==> config.mk <==
export PLATFORM = sky130hd
export DESIGN_NAME = maxpool_scheduler
export DESIGN_NICKNAME = d
export VERILOG_FILES = /design/src/rtl/maxpool_scheduler.sv
export SDC_FILE = /design/constraint.sdc
export NUM_CORES = 1
export LEC_CHECK = 0
export CORE_MARGIN = 4
export CORE_UTILIZATION = 35
export CTS_BUF_LIST = sky130_fd_sc_hd__clkbuf_2 sky130_fd_sc_hd__clkbuf_4 sky130_fd_sc_hd__clkbuf_8
export CTS_CLUSTER_DIAMETER = 120
export DETAILED_ROUTE_END_ITERATION = 12
export SLEW_MARGIN = 20
export SYNTH_ARGS = -nofsm -noshare
export SYNTH_HDL_FRONTEND = slang
export SYNTH_SLANG_ARGS = --single-unit
==> constraint.sdc <==
create_clock -name clk -period 2.6 [get_ports clk]
set_input_delay 0.65 -clock clk [delete_from_list [all_inputs] [get_ports clk]]
set_output_delay 0.65 -clock clk [all_outputs]
set_load 0.005 [all_outputs]
==> src/rtl/maxpool_scheduler.sv <==
// Sweeps a feature map in 2x2 windows, feeding a max-pool unit
// and writing each pooled result to the output buffer.
module maxpool_scheduler #(
   parameter int DATA_W  = 22,
   parameter int IMG_W   = 4,
   parameter int IMG_H   = 4,
   parameter int IN_AW   = 4,
   parameter int OUT_AW  = 2,
   parameter int TIMEOUT = 255
) (
   input  logic              clk,
   input  logic              rst_n,
   input  logic              start,
   output logic              busy,
   output logic              done,
   output logic              err,
   output logic              rd_en,
   output logic [IN_AW-1:0]  rd_addr,
   input  logic [DATA_W-1:0] rd_data,
   output logic [DATA_W-1:0] pool_in1,
   output logic [DATA_W-1:0] pool_in2,
   output logic [DATA_W-1:0] pool_in3,
   output logic [DATA_W-1:0] pool_in4,
   output logic              pool_en,
   input  logic              pool_done,
   input  logic [DATA_W-1:0] pool_out,
   output logic              wr_en,
   output logic [OUT_AW-1:0] wr_addr,
   output logic [DATA_W-1:0] wr_data
);

   localparam int WR_ROWS = IMG_H / 2;
   localparam int WC_COLS = IMG_W / 2;
   localparam int RW = (WR_ROWS > 1) ? $clog2(WR_ROWS) : 1;
   localparam int CW = (WC_COLS > 1) ? $clog2(WC_COLS) : 1;
   localparam int TW = $clog2(TIMEOUT + 1);

   localparam logic [RW-1:0] R_LAST = RW'(WR_ROWS - 1);
   localparam logic [CW-1:0] C_LAST = CW'(WC_COLS - 1);
   localparam logic [TW-1:0] T_LAST = TW'(TIMEOUT - 1);

   localparam logic [IN_AW-1:0] A_ONE  = IN_AW'(1);
   localparam logic [IN_AW-1:0] A_ROW  = IN_AW'(IMG_W);
   localparam logic [IN_AW-1:0] A_ROW1 = IN_AW'(IMG_W + 1);
   localparam logic [IN_AW-1:0] A_COL  = IN_AW'(2);
   // Jump from the last window of a row to the first of the next pair of rows
   localparam logic [IN_AW-1:0] A_NXT  = IN_AW'(2 * IMG_W - 2 * (WC_COLS - 1));

   typedef enum logic [3:0] {
      IDLE, RD0, RD1, RD2, RD3, CAP, POOL, WAIT, WR, FIN
   } state_t;

   state_t state, nxt;

   logic [RW-1:0]     row;
   logic [CW-1:0]     col;
   logic [IN_AW-1:0]  base;
   logic [OUT_AW-1:0] widx;
   logic [TW-1:0]     tmo;
   logic              last;

   assign last = (row == R_LAST) && (col == C_LAST);

   always_ff @(posedge clk or negedge rst_n) begin
      if (!rst_n) state <= IDLE;
      else        state <= nxt;
   end

   always_comb begin
      nxt     = state;
      busy    = (state != IDLE);
      done    = 1'b0;
      rd_en   = 1'b0;
      rd_addr = '0;
      pool_en = 1'b0;
      wr_en   = 1'b0;
      wr_addr = '0;
      unique case (state)
         IDLE: if (start) nxt = RD0;
         RD0: begin
            rd_en   = 1'b1;
            rd_addr = base;
            nxt     = RD1;
         end
         RD1: begin
            rd_en   = 1'b1;
            rd_addr = base + A_ONE;
            nxt     = RD2;
         end
         RD2: begin
            rd_en   = 1'b1;
            rd_addr = base + A_ROW;
            nxt     = RD3;
         end
         RD3: begin
            rd_en   = 1'b1;
            rd_addr = base + A_ROW1;
            nxt     = CAP;
         end
         CAP: nxt = POOL;
         POOL: begin
            pool_en = 1'b1;
            nxt     = WAIT;
         end
         WAIT: begin
            if (pool_done)         nxt = WR;
            else if (tmo == T_LAST) nxt = FIN;
         end
         WR: begin
            wr_en   = 1'b1;
            wr_addr = widx;
            nxt     = last ? FIN : RD0;
         end
         FIN: begin
            done = 1'b1;
            nxt  = IDLE;
         end
         default: nxt = IDLE;
      endcase
   end

   always_ff @(posedge clk or negedge rst_n) begin
      if (!rst_n) begin
         err      <= 1'b0;
         row      <= '0;
         col      <= '0;
         base     <= '0;
         widx     <= '0;
         tmo      <= '0;
         pool_in1 <= '0;
         pool_in2 <= '0;
         pool_in3 <= '0;
         pool_in4 <= '0;
         wr_data  <= '0;
      end else begin
         case (state)
            IDLE: if (start) begin
               err  <= 1'b0;
               row  <= '0;
               col  <= '0;
               base <= '0;
               widx <= '0;
            end
            RD1:  pool_in1 <= rd_data;
            RD2:  pool_in2 <= rd_data;
            RD3:  pool_in3 <= rd_data;
            CAP:  pool_in4 <= rd_data;
            POOL: tmo <= '0;
            WAIT: begin
               if (pool_done)          wr_data <= pool_out;
               else if (tmo == T_LAST) err <= 1'b1;
               else                    tmo <= tmo + 1'b1;
            end
            WR: if (!last) begin
               widx <= widx + 1'b1;
               if (col == C_LAST) begin
                  col  <= '0;
                  row  <= row + 1'b1;
                  base <= base + A_NXT;
               end else begin
                  col  <= col + 1'b1;
                  base <= base + A_COL;
               end
            end
            default: ;
         endcase
      end
   end

endmodule

Word-level counts from Yosys, hierarchy flattened
Index checks and enable logic that the tools add are counted.
{ "classes": {"addsub": 9, "n_eq_ne": 17, "n_mux": 31, "reduce_logical": 13} }
{ "ops": {"columns": ["op", "count"], "rows": [
  ["$pmux 4 s9", 1],
  ["$mux 4", 7],
  ["$eq 4x3->1 const B", 4],
  ["$mux 8", 2],
  ["$pmux 4 s4", 1],
  ["$pmux 8 s2", 1],
  ["$add 4x3->4 const B", 3],
  ["$ne 2x2->1 const B", 6],
  ["$mux 1", 11],
  ["$add 8x1->8 const B", 1],
  ["$eq 4x2->1 const B", 2],
  ["$eq 4x4->1 const B", 2],
  ["$eq 8x8->1 const B", 1],
  ["$pmux 4 s2", 1],
  ["$reduce_and 4->1", 2],
  ["$mux 2", 3],
  ["$pmux 1 s2", 3],
  ["$reduce_and 3->1", 2],
  ["$reduce_bool 2->1", 3],
  ["$add 4x1->4 const B", 1],
  ["$add 4x2->4 const B", 1],
  ["$eq 4x1->1 const B", 1],
  ["$logic_not 4->1", 1],
  ["$pmux 2 s2", 1],
  ["other kinds (7)", 9]
]} }
{ "totals": {"reg_bits": 131, "input_bits": 48, "output_inout_bits": 122, "elab_cells": 82} }

Depth between registers and ports, before layout
Gate-level depths: netlist of the first run.
{ "logic_depth": {"word_depth": 4, "ltp_mapped": 9, "depth_no_buf": 7} }

Worst setup path after synthesis of the first run
OpenSTA, ideal clock, no wires.
{ "synth_timing": {"kind": "register to output", "startpoint": "register state[3]", "endpoint": "output port rd_addr[3]", "t_arrival_ns": 1.737, "t_required_ns": 1.950, "slack_ns": 0.213, "stages_incl_launch_ff": 9, "n_path_buf": 2, "path_cell_list": "dfrtp_1 -> buf_2 -> nand2b_1 -> nor3_4 -> buf_2 -> ha_1 -> nor4_1 -> o311ai_1 -> o21ai_1"} }
{ "synth_between": {"elab_chain_cells": 2, "word_cells_on_any_way": 5, "cone_classes": "eq/ne (4); mux (1)"} }
{ "synth_lines": {"columns": ["element", "line_no", "rtl"], "rows": [
  ["start, declared", "53", "state_t state, nxt;"],
  ["start signal, assigned", "66", "else state <= nxt;"],
  ["$eq 4x3->1, or another cell as far along", "78", "unique case (state)"],
  ["$pmux 4 s4 (*)", "78", null],
  ["end, declared", "18", "output logic [IN_AW-1:0] rd_addr,"]
]} }
Every way passes the cells marked *; elsewhere a longest branch is shown, timed or not.

Final worst setup path of the first run
Ends and elaborated chain as after synthesis.

==> results of run 1 <==
## cells by family after synthesis
| group | Yosys count |
|---|---|
| AOI/OAI and AO/OA | 38 |
| xor gates and xnor gates | 2 |
| adders and majority gates | 4 |
| buffers and inverters | 23 |
| DFF | 130 |
| muxes | 113 |
| and+or+nand+nor | 69 |
## how the worst max path moves through the flow
stage	to	depth (start not counted)	slack [ns]	from
floorplan	rd_addr[3]	8	0.21	state[3]$_DFFE_PN0P_
global placement	rd_addr[2]	8	0.1	state[3]$_DFFE_PN0P_
detailed placement	rd_addr[2]	8	0.07	state[3]$_DFFE_PN0P_
CTS	wr_en	4	-0.02	state[1]$_DFFE_PN0P_
global route	rd_addr[3]	7	-0.14	state[3]$_DFFE_PN0P_
finish	rd_addr[3]	7	-0.02	state[3]$_DFFE_PN0P_
## sequential cells by signal, indices dropped and copies added (netlist names)
register,cells
base,3
col,1
err,1
pool_in1,22
pool_in2,22
pool_in3,22
pool_in4,22
row,1
state,4
tmo,8
widx,2
wr_data,22
## routing by layer
metal  track usage  part of all wire
met4        0.0333            0.0091
met3        0.0729             0.082
met5             0                 0
met1         0.180              0.40
met2         0.269              0.51
## metrics by stage
stage                     TNS [ns]  utilization  total power, mW  std cells
after detailed placement         0        0.486             8.04        735
final                      -0.0451        0.530             10.1        785
after CTS                  -0.0286        0.524             10.1        781
after global placement           0        0.486             7.96        735
after floorplan                  0            -             5.45        379
after global routing        -0.264        0.530             10.7        785
## cell usage in the layout, fill, tap and decap left out, types with 4 or more instances in the layout
cell	n
nand2b_1	6
mux2_2	90
clkbuf_8	19
o21ai_0	6
buf_4	28
nand3_1	5
clkdlybuf4s50_1	158
nand2_1	17
mux2_1	20
nor2_1	10
inv_1	4
a31oi_1	5
a21oi_1	8
dfrtp_1	129
nor3_2	5
dlymetal6s2s_1	5
buf_6	4
## worst max-delay path, delay by kind of cell (launching register included)
family / cells / cell delay, ns
simple gates: 3 / 0.44
compound gates: 2 / 0.40
flops: 1 / 0.38
fa+ha+maj: 1 / 0.19
buf+inv: 1 / 0.14
## where the power goes
group	internal, mW	switching (mW)
Clock	1.03	0.751
Combinational	3.04	1.73
Sequential	3.00	0.552
## cell type report
type                            instances  area (sq um)  share of cell area
Sequential cell                       130          3250               0.405
Multi-Input combinational cell        226          2100               0.261
Timing Repair Buffer                  203          2000               0.249
Clock buffer                           22           284              0.0354
Tap cell                              188           235              0.0293
Clock inverter                          9           131              0.0164
Inverter                                7          28.8             0.00359
## what timing repair did
item | CTS | global route
pin swaps | 6 | 8
gates cloned | 1 | 0
buffers inserted | 14 | 4
hold endpoints to repair | 0 | 0
gates resized for setup | 30 | 14
setup endpoints to repair | 10 | 7
==> summary.json, run 1 <==
{
  "detailedRoute.firstPassIterationCount": {"value": 4},
  "synth_most_common_cell": {"value": "dfrtp_1"},
  "share_of_the_synthesized_area_in_compound_gates_ao_oa_aoi_oai": {"value": 0.0469},
  "cts.reportedPaths.clkPinSlew": {"value": 0.07, "unit": "ns"},
  "synth_nets": {"value": 431},
  "synth_seq_cells": {"value": 130},
  "numClockSinks": {"value": 130},
  "cellPowerDensity": {"value": 1260, "unit": "nW/um^2"},
  "path_max_fanout": {"value": 3},
  "nets": {"value": 637},
  "ctsLongestPathBuffers": {"value": 2},
  "ff2ff_path_depth": {"value": 8},
  "floorplan.initialDensity": {"value": 0.356},
  "pin_count_of_the_biggest_net_entering_global_routing": {"value": 66},
  "insertedDiodeCount": {"value": 0},
  "synth-simple-area-share": {"value": 0.0771},
  "timing.rr.end": {"value": "wr_data[2]$_DFFE_PN0P_"},
  "hold_path_class": {"value": "input pin to asynchronous set/reset pin"},
  "critical-path-slowest-cell": {"value": "dfrtp_1"},
  "synth.area.mux_share": {"value": 0.236},
  "synth_adder_area_share": {"value": 0.0107},
  "placement.cell_area": {"value": 7360, "unit": "sq um"},
  "grt_setup_unrepaired": {"value": "yes"},
  "insertion_delay": {"value": 0.42, "unit": "ns"},
  "grt_pass1_wl": {"value": 21900, "unit": "um"},
  "dr.first_iter.drc_count": {"value": 135},
  "number_of_maximum_capacitance_constraint_violations": {"value": 0},
  "grt_usage": {"value": 0.157},
  "violations": {"value": "negative setup slack"},
  "synth_enable_flop_cells": {"value": 0},
  "vias_per_cell": {"value": 4.92},
  "regToRegSetupSlack": {"value": 0.64, "unit": "ns"},
  "setup.worst_path.start_class": {"value": "flop"},
  "placement.io_buffers": {"value": 169},
  "num-fill-cells": {"value": 1285},
  "synth_async_sr_flop_share": {"value": 1.00},
  "core_area": {"value": 15100, "unit": "sq um"},
  "area_delta_synth_final": {"value": 49.0, "unit": "%"},
  "synth.area.top_cells": {"value": "dfrtp_1 (60%), mux2_2 (19%), mux2_1 (4.2%), nand2_1 (1.2%), nand2b_1 (1.2%)"},
  "final_cell_area": {"value": 8030, "unit": "sq um"},
  "yosysTopAreaCellShare": {"value": 0.604},
  "crit_type": {"value": "flop to output port"},
  "timing.fmax": {"value": 0.381, "unit": "GHz"},
  "tritoncts": {"value": "built"},
  "status": {"value": "complete, but fails checks"},
  "floorplan.die.height": {"value": 132, "unit": "um"},
  "maxSlewHeadroom": {"value": 0.561},
  "place_congestion": {"value": 0.803},
  "final_critical_path_setup_slack": {"value": -0.0241, "unit": "ns"},
  "final_clock_period_utilization_by_the_worst_path": {"value": 1.01},
  "final_worst_clock_skew": {"value": 0.00851, "unit": "ns"},
  "synth.top_cells.by_count": {"value": "dfrtp_1 (130), mux2_2 (90), mux2_1 (20), nand2_1 (17), nor2_1 (12)"},
  "clk_root_buffer_cell": {"value": "clkbuf_8"},
  "netlist_instances": {"value": 379},
  "required": {"value": 1.95, "unit": "ns"},
  "cts_inserted_buffers": {"value": 17},
  "postSynthAreaPerCell": {"value": 14.2, "unit": "sq um"},
  "arrival": {"value": 1.97, "unit": "ns"},
  "synth-seq-area-share": {"value": 0.604},
  "antenna_found_initial": {"value": 0},
  "final_routed_wire_length_divided_by_cell_count": {"value": 17.4, "unit": "um"},
  "dr_total_vias": {"value": 3861},
  "ys_dominant_reg_cell": {"value": "dfrtp_1"},
  "setup_viol_count_final": {"value": 2},
  "synth.largest_area_cell": {"value": "dfrtp_1"},
  "final_hold_viol_count": {"value": 0},
  "routed_wirelength": {"value": 13700, "unit": "um"},
  "peakVddDrop": {"value": 0.697, "unit": "mV"},
  "grt_pass1_vias": {"value": 4146},
  "post_route_cells_drive_above_1_share": {"value": 0.308},
  "tightest_slew": {"value": 0.651, "unit": "ns"},
  "final_max_slew_violation_count": {"value": 0},
  "place_hpwl": {"value": 9150, "unit": "um"},
  "die_area": {"value": 17400, "unit": "sq um"},
  "total_leakage_power": {"value": 3.47, "unit": "nW"},
  "endpoint_kind": {"value": "output port"},
  "yosys_warnings": {"value": 0},
  "postRouteAntennaNets": {"value": 0},
  "die_extent_in_x": {"value": 132, "unit": "um"},
  "io_pins": {"value": 170},
  "slowest_delay": {"value": 0.38, "unit": "ns"},
  "main_combinational_cell_family_by_area_after_synthesis": {"value": "multiplexers"},
  "core.rowCount": {"value": 45},
  "final.hold.worst_slack": {"value": 0.0387, "unit": "ns"},
  "synthXorXnorAreaFrac": {"value": 0.00325},
  "crit-reg2reg-launch": {"value": "state[0]$_DFFE_PN0P_"},
  "netlist_area": {"value": 5390, "unit": "sq um"},
  "post_synth_num_cell_types": {"value": 45},
  "post-route-min-period": {"value": 2.62, "unit": "ns"},
  "overflow": {"value": 0},
  "dp_worst_setup_slack": {"value": 0.0741, "unit": "ns"},
  "drc_viols": {"value": 0},
  "postCtsHoldBufs": {"value": 0},
  "crit_path_cell_trace": {"value": "nand2b_4, nor3_4, ha_4, nor3_2, o311ai_1, o21ai_1, buf_2"},
  "clock_tree.htree_level_count": {"value": 4}
}
Note: power is estimated with default switching activity, not from simulation.
==> inputs of run 2 (changes only) <==
- CTS_BUF_LIST: sky130_fd_sc_hd__clkbuf_2 sky130_fd_sc_hd__clkbuf_4 sky130_fd_sc_hd__clkbuf_8 -> sky130_fd_sc_hd__clkbuf_4
- clock period: 2.6 -> 3.35 ns (I/O delays scaled with it)
==> run 2 against run 1 <==
The run now ends clean. Critical path depth is 2 lower. Clock skew grew 0.016 ns. Worst setup slack better by 0.23 ns. Clock-buffer cell count shrank 4. Sequential cell count stayed put. Register-to-register slack better by 0.83 ns. Via count down 2.4%. Global-route usage grew 0.079 points. Cell count down 1.9%.
==> summary.json, run 2 (synthesized netlist as in run 1, its figures left out) <==
{
  "crit_type": {"value": "flop to output port", "change": "unchanged"},
  "floorplan.initialDensity": {"value": 0.356, "change": "unchanged"},
  "setup_viol_count_final": {"value": 0, "change": "was 2"},
  "num-fill-cells": {"value": 1312, "change": "was 1,285"},
  "cts.reportedPaths.clkPinSlew": {"value": 0.12, "unit": "ns", "change": "was 0.07 ns"},
  "crit_path_cell_trace": {"value": "buf_12, nor4b_4, buf_4, and2_1, clkdlybuf4s50_1", "change": "was nand2b_4, nor3_4, ha_4, nor3_2, o311ai_1, o21ai_1, buf_2"},
  "layout_commonest_cell": {"value": "clkdlybuf4s50_1", "change": "unchanged"},
  "placement.io_buffers": {"value": 169, "change": "unchanged"},
  "place_hpwl": {"value": 9100, "unit": "um", "change": "was 9150 um"},
  "crit_cells": {"value": 5, "change": "was 7"},
  "finished_layout_cells": {"value": 770, "change": "was 785"},
  "grt_usage": {"value": 0.158, "change": "was 0.157"},
  "slowest_delay": {"value": 0.49, "unit": "ns", "change": "was 0.38 ns"},
  "endpoint_kind": {"value": "output port", "change": "unchanged"},
  "insertion_delay": {"value": 0.52, "unit": "ns", "change": "was 0.42 ns"},
  "final_clock_period_utilization_by_the_worst_path": {"value": 0.940},
  "setup_tns": {"value": 0, "unit": "ns", "change": "was -0.0451 ns"},
  "final_max_slew_violation_count": {"value": 0, "change": "unchanged"},
  "hold_path_class": {"value": "input pin to asynchronous set/reset pin", "change": "unchanged"},
  "post_route_cells_drive_above_1_share": {"value": 0.261, "change": "was 0.308"},
  "die_extent_in_x": {"value": 132, "unit": "um", "change": "unchanged"},
  "grt_pass1_wl": {"value": 21700, "unit": "um", "change": "was 21,900 um"},
  "insertedDiodeCount": {"value": 0, "change": "unchanged"},
  "tritoncts": {"value": "built", "change": "unchanged"},
  "critPathLaunch": {"value": "state[0]$_DFFE_PN0P_", "change": "was state[3]$_DFFE_PN0P_"},
  "setup.worst_path.start_class": {"value": "flop", "change": "unchanged"},
  "final_worst_clock_skew": {"value": 0.0248, "unit": "ns", "change": "was 0.00851 ns"},
  "internal_power": {"value": 4.97, "unit": "mW", "change": "was 7.06 mW"},
  "clk_root_buffer_cell": {"value": "clkbuf_4", "change": "was clkbuf_8"},
  "grt_pass1_vias": {"value": 4031, "change": "was 4,146"},
  "share_seq_of_total_power": {"value": 0.380, "change": "was 0.352"},
  "core.rowCount": {"value": 45, "change": "unchanged"},
  "cts_inserted_buffers": {"value": 17, "change": "unchanged"},
  "post-route-min-period": {"value": 3.15, "unit": "ns"},
  "tightest_slew": {"value": 0.701, "unit": "ns", "change": "was 0.651 ns"},
  "final_hold_viol_count": {"value": 0, "change": "unchanged"},
  "numClockSinks": {"value": 130, "change": "unchanged"},
  "timing.rr.end": {"value": "state[0]$_DFFE_PN0P_", "change": "was wr_data[2]$_DFFE_PN0P_"},
  "place_congestion": {"value": 0.763, "change": "was 0.803"},
  "total_switching_power": {"value": 2.24, "unit": "mW", "change": "was 3.03 mW"},
  "maxSlewHeadroom": {"value": 0.528, "change": "was 0.561"},
  "regToRegSetupSlack": {"value": 1.47, "unit": "ns", "change": "was 0.64 ns"},
  "dp_worst_setup_slack": {"value": 0.408, "unit": "ns", "change": "was 0.0741 ns"},
  "crit_end": {"value": "wr_addr[1]", "change": "was rd_addr[3]"},
  "timing.critical_path.max_delay_family": {"value": "buffers and inverters", "change": "was simple AND/OR/NAND/NOR gates"},
  "antenna_found_initial": {"value": 0, "change": "unchanged"},
  "number_of_maximum_capacitance_constraint_violations": {"value": 0, "change": "unchanged"},
  "nets": {"value": 621, "change": "was 637"},
  "dr.first_iter.drc_count": {"value": 171, "change": "was 135"},
  "routed_wirelength": {"value": 13200, "unit": "um", "change": "was 13,700 um"},
  "area_delta_synth_final": {"value": 42.5, "unit": "%", "change": "was 49.0%"},
  "final_critical_path_setup_slack": {"value": 0.203, "unit": "ns", "change": "was -0.0241 ns"},
  "final.hold.worst_slack": {"value": 0.316, "unit": "ns", "change": "was 0.0387 ns"},
  "grt_setup_unrepaired": {"value": "no", "change": "was yes"},
  "die_area": {"value": 17400, "unit": "sq um", "change": "unchanged"},
  "peakVddDrop": {"value": 0.562, "unit": "mV", "change": "was 0.697 mV"},
  "total_leakage_power": {"value": 3.23, "unit": "nW", "change": "was 3.47 nW"},
  "final_routed_wire_length_divided_by_cell_count": {"value": 17.2, "unit": "um", "change": "was 17.4 um"},
  "status": {"value": "completed", "change": "was complete, but fails checks"},
  "vias_per_cell": {"value": 4.90, "change": "was 4.92"},
  "overflow": {"value": 0, "change": "unchanged"},
  "pin_count_of_the_biggest_net_entering_global_routing": {"value": 61, "change": "was 66"},
  "clock_tree.htree_level_count": {"value": 4, "change": "unchanged"},
  "cp_num_buf_inv": {"value": 3, "change": "was 1"},
  "io_pins": {"value": 170, "change": "unchanged"},
  "share_comb_of_total_power": {"value": 0.478, "change": "was 0.472"},
  "floorplan.die.height": {"value": 132, "unit": "um", "change": "unchanged"},
  "dr_total_vias": {"value": 3770, "change": "was 3,861"},
  "path_max_fanout": {"value": 8, "change": "was 3"},
  "power_switching_share": {"value": 0.311, "change": "was 0.301"},
  "crit-reg2reg-launch": {"value": "tmo[0]$_DFFE_PN0P_", "change": "was state[0]$_DFFE_PN0P_"},
  "most-common-layout-cells": {"value": "clkdlybuf4s50_1 (166), dfrtp_1 (129), mux2_2 (90), mux2_1 (20), clkbuf_4 (18)", "change": "was clkdlybuf4s50_1 (158), dfrtp_1 (129), mux2_2 (90), buf_4 (28), mux2_1 (20)"},
  "postRouteAntennaNets": {"value": 0, "change": "unchanged"},
  "dp_cells": {"value": 730, "change": "was 735"},
  "required": {"value": 2.51, "unit": "ns", "change": "was 1.95 ns"},
  "timing.fmax": {"value": 0.318, "unit": "GHz"},
  "core_area": {"value": 15100, "unit": "sq um", "change": "unchanged"},
  "detailedRoute.firstPassIterationCount": {"value": 5, "change": "was 4"},
  "postCtsHoldBufs": {"value": 0, "change": "unchanged"},
  "drc_viols": {"value": 0, "change": "unchanged"},
  "share_clk_of_total_power": {"value": 0.142, "change": "was 0.176"},
  "cellPowerDensity": {"value": 940, "unit": "nW/um^2", "change": "was 1260 nW/um^2"},
  "ctsLongestPathBuffers": {"value": 2, "change": "unchanged"},
  "critical-path-slowest-cell": {"value": "dfrtp_2", "change": "was dfrtp_1"},
  "ff2ff_path_depth": {"value": 5, "change": "was 8"},
  "arrival": {"value": 2.31, "unit": "ns", "change": "was 1.97 ns"}
}
## run 2: power by group through the flow
stage,Sequential (mW),Combinational [mW],Clock [mW]
2_1_floorplan,2.79,1.44,0
3_3_place_gp,2.76,3.38,0
3_5_place_dp,2.79,3.42,0
4_1_cts,2.75,3.50,1.08
5_1_grt,2.86,3.73,1.16
6_report,2.74,3.45,1.03
## run 2: through the flow
stage	power, mW	cell area, sq um	utilization
after floorplan	4.23	5390	-
after global placement	6.15	7310	0.483
after detailed placement	6.21	7310	0.483
after CTS	7.33	7620	0.503
after global routing	7.75	7670	0.507
final	7.21	7670	0.507
## run 2: worst min path at each step
| stage | slack (ns) | endpoint | cells past startpoint |
|---|---|---|---|
| floorplan | 0.46 | widx[1]$_DFFE_PN0P_ | 2 |
| global placement | 0.48 | wr_data[19]$_DFFE_PN0P_ | 1 |
| detailed placement | 0.48 | wr_data[15]$_DFFE_PN0P_ | 1 |
| CTS | 0.30 | tmo[4]$_DFFE_PN0P_ | 1 |
| global route | 0.31 | tmo[4]$_DFFE_PN0P_ | 1 |
| finish | 0.32 | tmo[4]$_DFFE_PN0P_ | 1 |
## run 2: worst register-to-register path: stages, from the launching register on
cell and delay [ns]:
dfrtp_1 0.43, inv_1 0.07, ha_1 0.21, nand4_1 0.19, o21ai_0 0.62, o211ai_1 0.20
## run 2: what timing repair did
item | CTS | global route
gates resized for setup | 1 | 5
setup buffers | 3 | 5
setup endpoints to repair | 3 | 6
pin swaps | 0 | 2
## run 2: routing by layer
metal  wire length (um)  up-vias  global-route usage
met2               6580      122               0.257
met3               1090       18              0.0752
met1               5360     1890               0.185
li1                   -     1740                   -
met5                  0        -                   0
met4                219        0              0.0490
## run 2: cell type report
class,count,area (sq um),area share
Clock inverter,14,138,0.0179
Multi-Input combinational cell,226,2030,0.264
Inverter,7,26.3,0.00342
Timing Repair Buffer,187,1860,0.242
Clock buffer,18,135,0.0176
Tap cell,188,235,0.0307
Sequential cell,130,3250,0.424
==> inputs of run 3 (changes only) <==
- CORE_MARGIN: 4 -> unset
- SLEW_MARGIN: 20 -> unset
==> run 3 against run 2 <==
Die area decreased by 8.9%. Non-clock buffer count fell by 5. Wire length shrank 1.7%. Sequential power is essentially flat. Worst hold slack better by 0.012 ns. Clock power is essentially flat. Final area is 0.72% lower. Via count decreased by 1.2%. Register-to-register slack worse by 0.03 ns. Sequential cell count did not move. Combinational power about the same. Largest power group unchanged.
==> summary.json, run 3 (synthesized netlist as in run 1, its figures left out) <==
{
  "overflow": {"value": 0, "change": "unchanged"},
  "status": {"value": "completed", "change": "unchanged"},
  "floorplan.die.height": {"value": 126, "unit": "um", "change": "was 132 um"},
  "cts_inserted_buffers": {"value": 17, "change": "unchanged"},
  "tritoncts": {"value": "built", "change": "unchanged"},
  "number_of_maximum_capacitance_constraint_violations": {"value": 0, "change": "unchanged"},
  "total_switching_power": {"value": 2.24, "unit": "mW", "change": "about the same"},
  "ctsLongestPathBuffers": {"value": 2, "change": "unchanged"},
  "nets": {"value": 616, "change": "was 621"},
  "final_max_slew_violation_count": {"value": 0, "change": "unchanged"},
  "place_congestion": {"value": 0.864, "change": "was 0.763"},
  "post_route_cells_drive_above_1_share": {"value": 0.257, "change": "was 0.261"},
  "most-common-layout-cells": {"value": "clkdlybuf4s50_1 (166), dfrtp_1 (130), mux2_2 (90), mux2_1 (20), clkbuf_4 (19)", "change": "was clkdlybuf4s50_1 (166), dfrtp_1 (129), mux2_2 (90), mux2_1 (20), clkbuf_4 (18)"},
  "insertedDiodeCount": {"value": 0, "change": "unchanged"},
  "power_switching_share": {"value": 0.312, "change": "was 0.311"},
  "insertion_delay": {"value": 0.51, "unit": "ns", "change": "was 0.52 ns"},
  "total_leakage_power": {"value": 3.20, "unit": "nW", "change": "was 3.23 nW"},
  "die_extent_in_x": {"value": 126, "unit": "um", "change": "was 132 um"},
  "final_core_utilization": {"value": 0.516, "change": "was 0.507"},
  "clock_tree.htree_level_count": {"value": 4, "change": "unchanged"},
  "finished_layout_cells": {"value": 759, "change": "was 770"},
  "postRouteAntennaNets": {"value": 0, "change": "unchanged"},
  "share_clk_of_total_power": {"value": 0.140, "change": "was 0.142"},
  "die_area": {"value": 15900, "unit": "sq um", "change": "was 17,400 sq um"},
  "grt_setup_unrepaired": {"value": "no", "change": "unchanged"},
  "antenna_found_initial": {"value": 0, "change": "unchanged"},
  "pin_count_of_the_biggest_net_entering_global_routing": {"value": 51, "change": "was 61"},
  "cellPowerDensity": {"value": 942, "unit": "nW/um^2", "change": "was 940 nW/um^2"},
  "routed_wirelength": {"value": 13000, "unit": "um", "change": "was 13,200 um"},
  "placement.cell_area": {"value": 7310, "unit": "sq um", "change": "about the same"},
  "setup_tns": {"value": 0, "unit": "ns", "change": "unchanged"},
  "setup.worst_path.start_class": {"value": "flop", "change": "unchanged"},
  "area_delta_synth_final": {"value": 41.4, "unit": "%", "change": "was 42.5%"},
  "tightest_slew": {"value": 0.674, "unit": "ns", "change": "was 0.701 ns"},
  "finalPower": {"value": 7.18, "unit": "mW", "change": "was 7.21 mW"},
  "final_cell_area": {"value": 7620, "unit": "sq um", "change": "was 7670 sq um"},
  "internal_power": {"value": 4.94, "unit": "mW", "change": "was 4.97 mW"},
  "layout_commonest_cell": {"value": "clkdlybuf4s50_1", "change": "unchanged"},
  "crit_type": {"value": "flop to output port", "change": "unchanged"},
  "timing.fmax": {"value": 0.315, "unit": "GHz", "change": "was 0.318 GHz"},
  "endpoint_kind": {"value": "output port", "change": "unchanged"},
  "critPathLaunch": {"value": "state[1]$_DFFE_PN0P_", "change": "was state[0]$_DFFE_PN0P_"},
  "detailedRoute.firstPassIterationCount": {"value": 4, "change": "was 5"},
  "hold_path_class": {"value": "input pin to asynchronous set/reset pin", "change": "unchanged"},
  "placement.io_buffers": {"value": 169, "change": "unchanged"},
  "dp_cells": {"value": 727, "change": "was 730"},
  "dr_total_vias": {"value": 3723, "change": "was 3,770"},
  "final_routed_wire_length_divided_by_cell_count": {"value": 17.2, "unit": "um", "change": "about the same"},
  "maxSlewHeadroom": {"value": 0.546, "change": "was 0.528"},
  "peakVddDrop": {"value": 0.508, "unit": "mV", "change": "was 0.562 mV"},
  "required": {"value": 2.51, "unit": "ns", "change": "about the same"},
  "drc_viols": {"value": 0, "change": "unchanged"},
  "arrival": {"value": 2.33, "unit": "ns", "change": "was 2.31 ns"},
  "final_worst_clock_skew": {"value": 0.00997, "unit": "ns", "change": "was 0.0248 ns"},
  "postCtsHoldBufs": {"value": 0, "change": "unchanged"},
  "share_comb_of_total_power": {"value": 0.478, "change": "about the same"},
  "path_max_fanout": {"value": 13, "change": "was 8"},
  "numClockSinks": {"value": 130, "change": "unchanged"},
  "final_hold_viol_count": {"value": 0, "change": "unchanged"},
  "core.rowCount": {"value": 44, "change": "was 45"},
  "core_area": {"value": 14800, "unit": "sq um", "change": "was 15,100 sq um"},
  "dp_worst_setup_slack": {"value": 0.647, "unit": "ns", "change": "was 0.408 ns"},
  "grt_usage": {"value": 0.173, "change": "was 0.158"},
  "num-fill-cells": {"value": 1280, "change": "was 1,312"},
  "cts.reportedPaths.clkPinSlew": {"value": 0.11, "unit": "ns", "change": "was 0.12 ns"},
  "setup_viol_count_final": {"value": 0, "change": "unchanged"},
  "crit-reg2reg-launch": {"value": "state[0]$_DFFE_PN0P_", "change": "was tmo[0]$_DFFE_PN0P_"},
  "grt_pass1_wl": {"value": 21000, "unit": "um", "change": "was 21,700 um"},
  "clk_root_buffer_cell": {"value": "clkbuf_4", "change": "unchanged"},
  "dr.first_iter.drc_count": {"value": 160, "change": "was 171"},
  "final_clock_period_utilization_by_the_worst_path": {"value": 0.946, "change": "was 0.940"},
  "grt_pass1_vias": {"value": 3896, "change": "was 4,031"},
  "vias_per_cell": {"value": 4.91, "change": "was 4.90"},
  "floorplan.initialDensity": {"value": 0.365, "change": "was 0.356"},
  "final_critical_path_setup_slack": {"value": 0.180, "unit": "ns", "change": "was 0.203 ns"},
  "io_pins": {"value": 170, "change": "unchanged"},
  "final.hold.worst_slack": {"value": 0.328, "unit": "ns", "change": "was 0.316 ns"},
  "share_seq_of_total_power": {"value": 0.382, "change": "was 0.380"},
  "post-route-min-period": {"value": 3.17, "unit": "ns", "change": "was 3.15 ns"},
  "place_hpwl": {"value": 8890, "unit": "um", "change": "was 9100 um"}
}
==> run 3: final timing paths <==
kind,slack [ns],to,cells after the start
max in group asynchronous,2.10,tmo[0]$_DFFE_PN0P_,2
worst min-delay path,0.33,pool_in1[18]$_DFFE_PN0P_,1
worst max-delay path,0.18,pool_en,5
worst max register to register,1.44,pool_in2[13]$_DFFE_PN0P_,5
worst min register to register,0.50,wr_data[16]$_DFFE_PN0P_,1
min in group clk,0.50,wr_data[16]$_DFFE_PN0P_,1
==> run 3: power groups by stage <==
stage / Clock (mW) / Combinational, mW / Sequential (mW)
after floorplan: 0 / 1.44 / 2.79
after global placement: 0 / 3.39 / 2.74
after detailed placement: 0 / 3.44 / 2.77
after CTS: 1.05 / 3.46 / 2.75
after global routing: 1.13 / 3.69 / 2.85
final: 1.01 / 3.43 / 2.74
==> run 3: worst max-delay path, stage by stage (launching register included) <==
cell             delay (ns)
dfrtp_1                0.43
buf_6                  0.20
nand2b_1               0.16
or2_2                  0.36
inv_1                  0.15
clkdlybuf4s50_1        0.53
==> run 3: cell type report <==
type                    instances  area, sq um  share of cell area
flip-flops and latches        130         3250               0.427
multi-input cells             226         2040               0.268
repair buffers                182         1810               0.237
well taps                     184          230              0.0302
clock buffers                  19          143              0.0187
clock inverters                11          115              0.0151
inverters                       7         26.3             0.00345
==> run 3: layer usage <==
layer  vias to the layer above  wire, um  GRT usage
met5                         -         0          0
met4                         0       106     0.0425
met3                        12      1290     0.0956
met2                       122      6170      0.262
met1                      1852      5450      0.213
li1                       1737         -          -
==> run 3: what timing repair did <==
action,4_1_cts,5_1_grt
endpoints found under the setup margin,0,6
gates resized for setup,0,8
buffers inserted,0,2
endpoints found under the hold margin,0,0
